File: config.mk
export PLATFORM = sky130hd
export DESIGN_NAME = pool_seq_ctrl
export DESIGN_NICKNAME = d
export VERILOG_FILES = /design/src/rtl/pool_pkg.sv /design/src/rtl/pool_acc.sv /design/src/rtl/pool_seq_ctrl.sv
export SDC_FILE = /design/constraint.sdc
export NUM_CORES = 1
export LEC_CHECK = 0
export ABC_CLOCK_PERIOD_IN_PS = 3050
export BUFFER_PORTS_ARGS = -buffer_cell sky130_fd_sc_hd__buf_2
export CELL_PAD_IN_SITES_DETAIL_PLACEMENT = 1
export CELL_PAD_IN_SITES_GLOBAL_PLACEMENT = 1
export CORE_MARGIN = 2
export CORE_UTILIZATION = 25
export CTS_BUF_LIST = sky130_fd_sc_hd__clkbuf_8
export CTS_CLUSTER_DIAMETER = 60
export DETAILED_ROUTE_END_ITERATION = 8
export PLACE_DENSITY_LB_ADDON = 0.1
export SKIP_LAST_GASP = 1
export SYNTH_ARGS = -nofsm -noshare
export SYNTH_HDL_FRONTEND = slang
export SYNTH_SLANG_ARGS = --single-unit
File: constraint.sdc
create_clock -name clk -period 3.05 [get_ports clk]
set_input_delay 0.4575 -clock clk [delete_from_list [all_inputs] [get_ports clk]]
set_output_delay 0.4575 -clock clk [all_outputs]
set_load 0.02 [all_outputs]
File: src/rtl/pool_pkg.sv
// Shared types and constants for the global average pooling sequencer.
// Holds the FSM state encoding and the accumulator width helper.
package pool_pkg;

    localparam int POOL_LOG2_WIN = 6;
    localparam int POOL_DATA_W   = 16;

    typedef enum logic [2:0] {
        IDLE,
        FETCH,
        DRAIN,
        OUT,
        DONE
    } pool_state_t;

    // Full-width sum of 2**log2_win words of data_w bits never wraps.
    function automatic int acc_width(input int data_w, input int log2_win);
        return data_w + log2_win;
    endfunction

endpackage

File: src/rtl/pool_acc.sv
// Wide running-sum accumulator for one pooling window.
// result_next is the floor average the register will hold after this edge.
module pool_acc
    import pool_pkg::*;
#(
    parameter int DATA_W   = POOL_DATA_W,
    parameter int LOG2_WIN = POOL_LOG2_WIN
) (
    input  logic              clk,
    input  logic              rst,
    input  logic              clear,
    input  logic              en,
    input  logic [DATA_W-1:0] data_in,
    output logic [DATA_W-1:0] result_next
);

    localparam int ACC_W = acc_width(DATA_W, LOG2_WIN);

    logic [ACC_W-1:0] acc;
    logic [ACC_W-1:0] acc_next;

    // Clear wins over accumulate so a new channel never sees stale sums.
    always_comb begin
        acc_next = acc;
        if (clear) begin
            acc_next = '0;
        end else if (en) begin
            acc_next = acc + ACC_W'(data_in);
        end
    end

    assign result_next = acc_next[ACC_W-1:LOG2_WIN];

    // Accumulator register.
    always_ff @(posedge clk) begin
        if (rst) begin
            acc <= '0;
        end else begin
            acc <= acc_next;
        end
    end

endmodule

File: src/rtl/pool_seq_ctrl.sv
// Global average pooling sequencer: streams each channel's window through
// one adder, divides by the window size and emits one result per channel.
module pool_seq_ctrl
    import pool_pkg::*;
#(
    parameter int DATA_W   = POOL_DATA_W,
    parameter int LOG2_WIN = POOL_LOG2_WIN,
    parameter int NUM_CH   = 16,
    parameter int ADDR_W   = 12,
    localparam int CH_W    = (NUM_CH > 1) ? $clog2(NUM_CH) : 1
) (
    input  logic              clk,
    input  logic              rst,
    input  logic              start,
    input  logic [ADDR_W-1:0] base_addr,
    output logic              busy,
    output logic              done,
    output logic              mem_rd_en,
    output logic [ADDR_W-1:0] mem_addr,
    input  logic [DATA_W-1:0] mem_rd_data,
    output logic              out_valid,
    input  logic              out_ready,
    output logic [DATA_W-1:0] out_data,
    output logic [CH_W-1:0]   out_ch
);

    localparam int OFF_W = CH_W + LOG2_WIN;
    localparam logic [LOG2_WIN-1:0] IDX_LAST = '1;
    localparam logic [CH_W-1:0]     CH_LAST  = CH_W'(NUM_CH - 1);

    pool_state_t         state;
    logic [ADDR_W-1:0]   base_q;
    logic [CH_W-1:0]     ch;
    logic [CH_W-1:0]     ch_inc;
    logic [LOG2_WIN-1:0] idx;
    logic                rd_vld;
    logic                acc_clear;
    logic [DATA_W-1:0]   avg_next;
    logic [OFF_W-1:0]    next_off;
    logic                take;

    assign take   = (state == OUT) && out_ready;
    assign ch_inc = ch + CH_W'(1);

    // Offset of element 0 of the following channel.
    assign next_off = {ch_inc, {LOG2_WIN{1'b0}}};

    // Restart the sum on a new run and between channels.
    assign acc_clear = ((state == IDLE) && start) || take;

    pool_acc #(
        .DATA_W   (DATA_W),
        .LOG2_WIN (LOG2_WIN)
    ) u_acc (
        .clk         (clk),
        .rst         (rst),
        .clear       (acc_clear),
        .en          (rd_vld),
        .data_in     (mem_rd_data),
        .result_next (avg_next)
    );

    // Sequencer FSM with counters, address generation and registered outputs.
    always_ff @(posedge clk) begin
        if (rst) begin
            state     <= IDLE;
            base_q    <= '0;
            ch        <= '0;
            idx       <= '0;
            rd_vld    <= 1'b0;
            busy      <= 1'b0;
            done      <= 1'b0;
            mem_rd_en <= 1'b0;
            mem_addr  <= '0;
            out_valid <= 1'b0;
            out_data  <= '0;
            out_ch    <= '0;
        end else begin
            rd_vld <= mem_rd_en;
            unique case (state)
                IDLE: begin
                    if (start) begin
                        base_q    <= base_addr;
                        ch        <= '0;
                        idx       <= '0;
                        busy      <= 1'b1;
                        mem_rd_en <= 1'b1;
                        mem_addr  <= base_addr;
                        state     <= FETCH;
                    end
                end
                FETCH: begin
                    if (idx == IDX_LAST) begin
                        mem_rd_en <= 1'b0;
                        state     <= DRAIN;
                    end else begin
                        idx      <= idx + LOG2_WIN'(1);
                        mem_addr <= mem_addr + ADDR_W'(1);
                    end
                end
                DRAIN: begin
                    out_valid <= 1'b1;
                    out_data  <= avg_next;
                    out_ch    <= ch;
                    state     <= OUT;
                end
                OUT: begin
                    if (out_ready) begin
                        out_valid <= 1'b0;
                        if (ch == CH_LAST) begin
                            done  <= 1'b1;
                            state <= DONE;
                        end else begin
                            ch        <= ch_inc;
                            idx       <= '0;
                            mem_rd_en <= 1'b1;
                            mem_addr  <= base_q + ADDR_W'(next_off);
                            state     <= FETCH;
                        end
                    end
                end
                DONE: begin
                    done  <= 1'b0;
                    busy  <= 1'b0;
                    state <= IDLE;
                end
                default: begin
                    state <= IDLE;
                end
            endcase
        end
    end

endmodule

==> metrics <==
status completed; DRC errors left 0; largest net degree at the start of global routing 37; sequential cell area 1682 µm²; min-delay worst type input pin to flip-flop; Peak Freq 392.5 MHz; area share of the largest cell type after synthesis 36.00%; LEAKAGE 2.230 nW; Synthesis Warnings 0; crit path buf inv count 1; Worst slew margin 34.46%; crit start category flip-flop; Fin Setup TNS 0 ns; Syn Area/Cell 8.039 µm²; Post-CTS Setup Bufs 0; pwr dens 416.7 nW/µm²; Max Fanout on Critical Path 6; cell family with most CP delay simple AND/OR/NAND/NOR gates; Power, Total 2.260 mW; Total GRT Usage 15.05%; DRT antenna net count 0; VDD IR max 0.0001582 V; Rows 49; most common cell after layout, fill and taps aside dfxtp_1; cell chain of the critical path ha_1 -> inv_1 -> fa_1 -> nor2b_4 -> o2111ai_2 -> nand3_2 -> a41oi_2 -> o21ai_2 -> or4b_1 -> o21ai_1; share of cells above drive strength 1 17.18%; Core ar. 18,150 µm²; dominant synthesized flop cell dfxtp_1; Worst setup EP type flip-flop; WP data arrival 2.86 ns; mapped cell area 4671 µm²; vias in the first global route 4,624; htree depth 3; commonest cells after routing, fill and taps aside dfxtp_1 (84), nand2_1 (79), nor2_1 (71), buf_2 (67), a21oi_1 (55); DR vias/cell 4.941; count of cell types in the netlist 67; Port-buffer cells 67; Worst-Margin Slew 0.9795 ns; final-report setup violation count 0; DIE HEIGHT 140.7 µm; multi-input logic area 2811 µm²; initial antenna violation count 0; post-synthesis sequential area ratio 36.00%; clk sinks 84; Antenna Cells 0; dpl hpwl 10,660 µm; Req. time, crit path 3.36 ns; WS Path Type flip-flop to flip-flop; Clock transition at path regs 0.09 ns; hold buffer count at cts 0; synthesis-to-layout area growth 16.13%; GPL Wtd Cong 0.8106; count of final max-slew check failures 0; setup ws final 0.5023 ns; CTS root buf clkbuf_8; Max clock buf depth 2; crit path time final 2.548 ns; Worst Skew 0.01148 ns; post-synth top area cell dfxtp_1; filler cell count 2,192; fin nets 698; first-pass GRT wire length 23,900 µm; Post-Syn Instances 581; RSZ-0062 raised after global routing no; 1st-pass router iterations 4; # resized after CTS 0; total die area 19,790 µm²; Final Hold Fails 0; worst hold margin 0.3187 ns; CTS tree yes; max incr delay on CP 0.47 ns; wire per inst 16.54 µm; number of synthesized register bits 84; final WL 14,480 µm; EDFF count, synth 0; initial core utilization 25.74%; synth top area cells dfxtp_1 (36%), nand2_1 (6.3%), ha_1 (6.2%), a21oi_1 (5.9%), nor2_1 (5.7%); Max-Cap Viols 0; Worst-Skew Late Latency 0.38 ns; die width 140.7 µm; slowest CP cell or4b_1; Async SR Flop Fraction 0%; dpl ws 0.2875 ns; post-synthesis net count 638; GRT overflow 0; vias 4,323; TritonCTS Buffers 9; 1st-iter DRT viols 140; Top-Level Pins 68; Final period util 83.53%
## worst paths after layout
check | startpoint | endpoint | slack (ns) | cells after the start
worst max-delay path | u_acc.acc[0] | u_acc.acc[20] | 0.50 | 10
worst min-delay path | base_addr[5] | base_q[5] | 0.32 | 3
worst max register to register | u_acc.acc[0] | u_acc.acc[20] | 0.50 | 10
worst min register to register | out_data[11] | out_data[11] | 0.45 | 2
## cells by family after synthesis
family | count (synthesis) | synth area share [%]
AO/OA/AOI/OAI | 153 | 21.27
buffers and inverters | 43 | 3.804
adder cells (fa/ha/maj) | 25 | 7.019
XOR/XNOR | 25 | 4.688
flip-flops | 84 | 36.00
AND/OR/NAND/NOR | 233 | 23.33
multiplexers | 18 | 3.884
## area by class of cell
class | instances | area share, %
tap | 229 | 5.283
sequential | 84 | 31.00
inverter | 11 | 0.7612
clock buffer | 10 | 2.537
multi-input combinational | 454 | 51.83
clock inverter | 6 | 0.4614
timing repair buffer | 81 | 8.120
## state kept, by name (all words and copies together) (netlist names)
register   count
done           1
busy           1
idx            6
mem_addr      12
out_ch         4
mem_rd_en      1
base_q        12
ch             4
out_valid      1
u_acc.acc     22
rd_vld         1
state          3
out_data      16
## cells in the mapped netlist, types with 6 or more instances
master	number
o21ai_0	29
nor2_1	71
inv_1	10
nand2_1	79
nor2b_1	6
ha_1	23
xor2_1	14
nand4_1	7
nor3_1	12
mux2i_1	17
a21o_1	11
dfxtp_1	84
a21oi_1	55
clkbuf_1	20
and3_1	9
a31oi_1	8
xnor2_1	11
buf_2	9
nand3_1	19
## layer usage
metal  GRT usage (%)  part of all wire [%]  wire length (µm)  up-vias
met5               0                     0                 0        -
met1           18.82                    47              6846     2058
met2           26.16                    48              6940       77
met3           3.668                   3.6               526        9
met4           3.579                   1.1               162        0
li1                -                     -                 -     2179
## tightest hold or removal path, cell delays in order
cell and delay, ns:
buf_2 0.10, nand2_1 0.05, a21oi_1 0.05
## metrics by stage
step                std cells  instance area (µm²)  utilization (%)
floorplan                 581                 4671                -
global placement          859                 5261            28.99
detailed placement        859                 5261            28.99
CTS                       875                 5424            29.89
global route              875                 5424            29.89
finish                    875                 5424            29.89
## power breakdown
| part | internal, mW | total [mW] | switching [mW] |
|---|---|---|---|
| Sequential | 1.13 | 1.17 | 0.0368 |
| Combinational | 0.137 | 0.362 | 0.225 |
| Clock | 0.305 | 0.730 | 0.426 |
| Total | 1.57 | 2.26 | 0.687 |
(Power assumes the default switching activity.)
